==> config.mk <==
export PLATFORM = sky130hd
export DESIGN_NAME = key_debounce
export DESIGN_NICKNAME = d
export VERILOG_FILES = /design/src/rtl/key_debounce.sv
export SDC_FILE = /design/constraint.sdc
export NUM_CORES = 1
export LEC_CHECK = 0
export CAP_MARGIN = 15
export CORE_MARGIN = 4
export CORE_UTILIZATION = 40
export CTS_CLUSTER_DIAMETER = 60
export DETAILED_ROUTE_END_ITERATION = 10
export PLACE_DENSITY = 0.54
export SLEW_MARGIN = 20
export SYNTH_ARGS = -nofsm -noshare
export SYNTH_HDL_FRONTEND = slang
export SYNTH_SLANG_ARGS = --single-unit
==> constraint.sdc <==
create_clock -name clk -period 4.3 [get_ports clk]
set_input_delay 0.645 -clock clk [delete_from_list [all_inputs] [get_ports clk]]
set_output_delay 0.645 -clock clk [all_outputs]
set_load 0.01 [all_outputs]
==> src/rtl/key_debounce.sv <==
// Two-flop synchroniser plus per-bit stability counter for active-low key lines.
// Optional KEY_DEBOUNCE_CHG_EN adds a one-cycle key_chg pulse on any key_out update.
module key_debounce #(
    parameter int unsigned WIDTH     = 8,
    parameter int unsigned CNT_W     = 16,
    parameter int unsigned DB_CYCLES = 20000
) (
    input  logic             clk,
    input  logic             reset,
    input  logic [WIDTH-1:0] key_raw,
    output logic [WIDTH-1:0] key_out
`ifdef KEY_DEBOUNCE_CHG_EN
    ,
    output logic             key_chg
`endif
);

    localparam logic [CNT_W-1:0] CNT_LAST = CNT_W'(DB_CYCLES - 1);
    localparam logic [CNT_W-1:0] CNT_ONE  = CNT_W'(1);

    logic [WIDTH-1:0] r_s1;
    logic [WIDTH-1:0] r_s2;
    logic [WIDTH-1:0] r_key_out;
    logic [CNT_W-1:0] r_cnt     [WIDTH];
    logic [WIDTH-1:0] w_key_nxt;
    logic [CNT_W-1:0] w_cnt_nxt [WIDTH];

    // Per-bit acceptance: a mismatch must persist for DB_CYCLES unbroken edges.
    always_comb begin
        w_key_nxt = r_key_out;
        for (int i = 0; i < int'(WIDTH); i++) begin
            w_cnt_nxt[i] = '0;
            if (r_s2[i] != r_key_out[i]) begin
                if (r_cnt[i] == CNT_LAST) begin
                    w_key_nxt[i] = r_s2[i];
                end else begin
                    w_cnt_nxt[i] = r_cnt[i] + CNT_ONE;
                end
            end
        end
    end

    always_ff @(posedge clk) begin
        if (reset) begin
            r_s1      <= '1;
            r_s2      <= '1;
            r_key_out <= '1;
            r_cnt     <= '{default: '0};
        end else begin
            r_s1      <= key_raw;
            r_s2      <= r_s1;
            r_key_out <= w_key_nxt;
            r_cnt     <= w_cnt_nxt;
        end
    end

    assign key_out = r_key_out;

`ifdef KEY_DEBOUNCE_CHG_EN
    logic r_key_chg;

    // Pulse coincides with the key_out update so downstream sees both on one edge.
    always_ff @(posedge clk) begin
        if (reset) begin
            r_key_chg <= 1'b0;
        end else begin
            r_key_chg <= (w_key_nxt != r_key_out);
        end
    end

    assign key_chg = r_key_chg;
`endif

endmodule

## Yosys cells after proc, flatten, opt, wreduce, memory -nomap -nowiden

Cells that the tools add are included.

- Input port bits: 10
- Output and inout bits: 8
- Register bits: 152

- Bitwise gates (word level): 8
- Reductions and logical operators: 16
- Equal/unequal tests: 16
- Add/subtract/negate cells: 8

Operators with widths:

| operator | count |
|---|---|
| $add 16x1->16 const B | 8 |
| $eq 16x15->1 const B | 8 |
| $reduce_or 3->1 | 8 |
| $reduce_and 2->1 | 8 |
| $ne 1x1->1 | 8 |
| $not 1->1 | 8 |

## Logic depth before layout (Yosys ltp)

- Depth after elaboration: 3
- Mapped depth: 8

## Least setup slack after synthesis

OpenSTA, ideal clock, no wires.

- Path type: register to register
- Start: register r_cnt[77] in the netlist's numbering
- End: register r_key_out[3], in the netlist key_out[3]
- Slack: 2.517 ns
- Arrival time: 1.663 ns
- Stages on the path, launching flop included: 4
- Cells stage by stage: dfxtp_1 or4b_1 or4_4 a211o_1

- Word-level cells in the longest chain between the ends: 2

Ends and longest elaborated chain:

| what | line | text |
|---|---|---|
| from (decl) | 24 | `logic [CNT_W-1:0] r_cnt [WIDTH];` |
| from (signal assigned) | 53 | `r_cnt <= w_cnt_nxt;` |
| $eq 16x15->1 | 34 | `if (r_cnt[i] == CNT_LAST) begin` |
| $reduce_and 2->1 (no source line) | n/a |  |
| to (signal assigned) | 52 | `r_key_out <= w_key_nxt;` |
| to (decl) | 23 | `logic [WIDTH-1:0] r_key_out;` |

No other way between the ends.
A chain may end at the register's enable or synchronous reset.

## Worst setup path after layout

- Start: register r_cnt[7] in the netlist's numbering
- End: register r_cnt[5] in the netlist's numbering

- Word-level cells in the longest chain between the ends: 2

Ends and longest elaborated chain:

| what | line |
|---|---|
| $eq 16x15->1 | 34 |
| $reduce_or 3->1 (no source line) | n/a |

No other way between the ends.

==> impl_metrics.ini <==
[routing]
post_drt_wl_per_cell_um = 12.2
vias_per_cell = 4.97
detail_route.first_pass.iterations = 4
drt.antenna.violating_nets = 0
num_vias = 4830
final_routed_wirelength_across_all_metal_layers_um = 11900
drt_first_iter_violations = 324
detail_route.drc_violations = 0

[yosys]
synth_enable_flop_cells = 0
synth_cell_types = 40
ys_ff_latch = 152
postSynthAreaPerCell_um2 = 8.97
postSynthCellCount = 725
yosysTopAreaCell = sky130_fd_sc_hd__dfxtp_1
synth-seq-area-share_pct = 46.8
synth_fp_nets = 743
synth_top_area_share_pct = 46.8
post_synth_main_area_contributors = sky130_fd_sc_hd__dfxtp_1, sky130_fd_sc_hd__xnor2_1, sky130_fd_sc_hd__nor2_1
syn_area_mm2 = 0.00650
most_used_flip_flop_cell_after_synthesis = sky130_fd_sc_hd__dfxtp_1
ys_warn_count = 0
async_flop_share_pct = 0

[sta]
fin_crit_period_ns = 2.21
setup_clock_skew_after_layout_ns = 0.00736
finalCritPeriodShare_pct = 51.4
timing.final.hold_violations = 0
max_clock_freq_ghz = 0.452
rsz0062_at_grt = no
slew_headroom_pct = 47.3
maxSlewViolCount = 0
timing.setup.tns_ns = 0
tightest_slew_ns = 0.790
timing.final.setup_violations = 0

[clock_tree]
htree_num_levels = 4
clockRootBuffer = sky130_fd_sc_hd__clkbuf_16
cts.reportedPaths.clkPinSlew_ns = 0.06
clock_tree_from_tritoncts = done
ctsHoldBuffers = 0
worst_skew_pair.late_latency_ns = 0.41
numCtsBuffers = 17
cts-root-to-sink-buffers = 2
cts_repair_resized_insts = 0
postCtsSetupRepairBufs = 0
cts_num_sinks = 152

[place]
dp.final_hpwl_um = 7990
number_of_port_buffers = 17
placed_cells = 940
gpl_congestion = 0.774

[die]
io-pin-count = 18
initial_utilization_pct = 40.9
height_of_the_chip_um = 135
floorplan.die_area_mm2 = 0.0184
die-width_um = 135
num_rows = 46
core_region_area_mm2 = 0.0159

[global_routing]
global_route_wire_length_before_repair_um = 20500
grt_overflow_total = 0
groute.layer.met3.usage_pct = 4.20
grt_busiest_layer = met2
met2_usage_pct = 22.4
gr-usage-all-layers_pct = 13.7
antenna_found_initial = 0
number_of_global_route_vias_before_repair = 4472
grt_start_max_net_pins = 34
globalRouteMet1Util_pct = 17.1

[finish]
mostFrequentLayoutCells = sky130_fd_sc_hd__dfxtp_1, sky130_fd_sc_hd__nor2_1, sky130_fd_sc_hd__xnor2_1
cell_count_final_fillers_out = 971
layout.nets = 761
antenna_cells = 0
layout.core_utilization_pct = 47.3
drive_above_1_share_pct = 8.34
layout_commonest_cell = sky130_fd_sc_hd__dfxtp_1
area_growth_syn_to_layout_pct = 15.7

[setup_path]
crit_required_ns = 4.57
ff2ff_setup_slack_ns = 2.09
timing.critical_path.arrival_ns = 2.48
timing.setup.critical_path_class = register to register
critical_path.max_fanout = 14
timing.critical_path.from_type = register
cp-end-kind = register

[power]
power_leakage_nw = 2.27
vdd_ir_drop_max_v = 0.000277
pwr_density_cell_mw_per_mm2 = 419

[outcome]
status = complete, no violations

[worst_hold_path]
worst_hold_path_type = register to register

[job]
max_cap_viol_count = 0
sequential cells by signal, indices dropped and copies added, names as in the netlist:
signal,flops
key_out,8
r_s2,8
r_s1,8
r_cnt,128
worst max-delay path, stage by stage, from the launching register on:
cell,delay (ns)
sky130_fd_sc_hd__dfxtp_1,0.35
sky130_fd_sc_hd__or4_1,0.55
sky130_fd_sc_hd__nor4_2,0.38
sky130_fd_sc_hd__or2_0,0.67
sky130_fd_sc_hd__nor2_1,0.12
metal layers:
metal | wire [um] | up-vias
met5 | 0 | -
met4 | 144 | 0
met3 | 350 | 9
met2 | 5450 | 57
met1 | 5950 | 2237
li1 | - | 2527
path summary, 6_finish.rpt:
| path | end | cells past startpoint | startpoint |
|---|---|---|---|
| setup / recovery | r_cnt[5] | 4 | r_cnt[7] |
| hold / removal | r_s2[7] | 1 | r_s1[7] |
| setup reg to reg | r_cnt[5] | 4 | r_cnt[7] |
| hold reg to reg | r_s2[7] | 1 | r_s1[7] |
power breakdown:
group / leakage [nW] / switching, W / internal, W
logic: 0.708 / 0.0000187 / 0.0000172
registers: 1.23 / 0.00000515 / 0.00142
clock network: 0.338 / 0.000555 / 0.00113
total: 2.27 / 0.000578 / 0.00257
layout make-up:
| class | instances | area, um2 |
|---|---|---|
| Sequential cell | 152 | 3040 |
| Fill cell | 1516 | 8370 |
| Multi-Input combinational cell | 530 | 3260 |
| Clock inverter | 7 | 160 |
| Inverter | 24 | 90.1 |
| Clock buffer | 24 | 522 |
| Timing Repair Buffer | 18 | 178 |
| Tap cell | 216 | 270 |
stage by stage:
stage / setup WS (ns) / instance area, um2 / hold slack, ns / power (W)
6_report: 2.09 / 7520 / 0.407 / 0.00315
5_1_grt: 1.95 / 7520 / 0.419 / 0.00325
4_1_cts: 2.07 / 7520 / 0.410 / 0.00318
3_5_place_dp: 1.82 / 6840 / 0.397 / 0.00149
3_3_place_gp: 1.86 / 6840 / 0.391 / 0.00149
2_1_floorplan: 2.52 / 6500 / 0.389 / 0.00148
synth_stat cells, types with 7 or more instances:
master,instances
sky130_fd_sc_hd__nand4_1,39
sky130_fd_sc_hd__a211o_1,7
sky130_fd_sc_hd__nor2_1,136
sky130_fd_sc_hd__inv_1,24
sky130_fd_sc_hd__nand2_1,31
sky130_fd_sc_hd__nor4_1,21
sky130_fd_sc_hd__xnor2_1,74
sky130_fd_sc_hd__nand3_1,44
sky130_fd_sc_hd__or2_2,18
sky130_fd_sc_hd__clkbuf_1,7
sky130_fd_sc_hd__or4_1,11
sky130_fd_sc_hd__xor2_1,37
sky130_fd_sc_hd__nor3_1,24
sky130_fd_sc_hd__dfxtp_1,152
sky130_fd_sc_hd__a21oi_1,9
sky130_fd_sc_hd__nand2b_1,9
sky130_fd_sc_hd__ha_1,8
sky130_fd_sc_hd__and3_1,8
cell families after synthesis:
kind of cell    share of synthesized area [%]
simple gates                             31.0
compound gates                           2.46
mux                                     0.154
buf+inv                                  3.10
fa+ha+maj                                1.54
flops                                    46.8
xor+xnor                                 15.0
(Power assumes the default switching activity.)
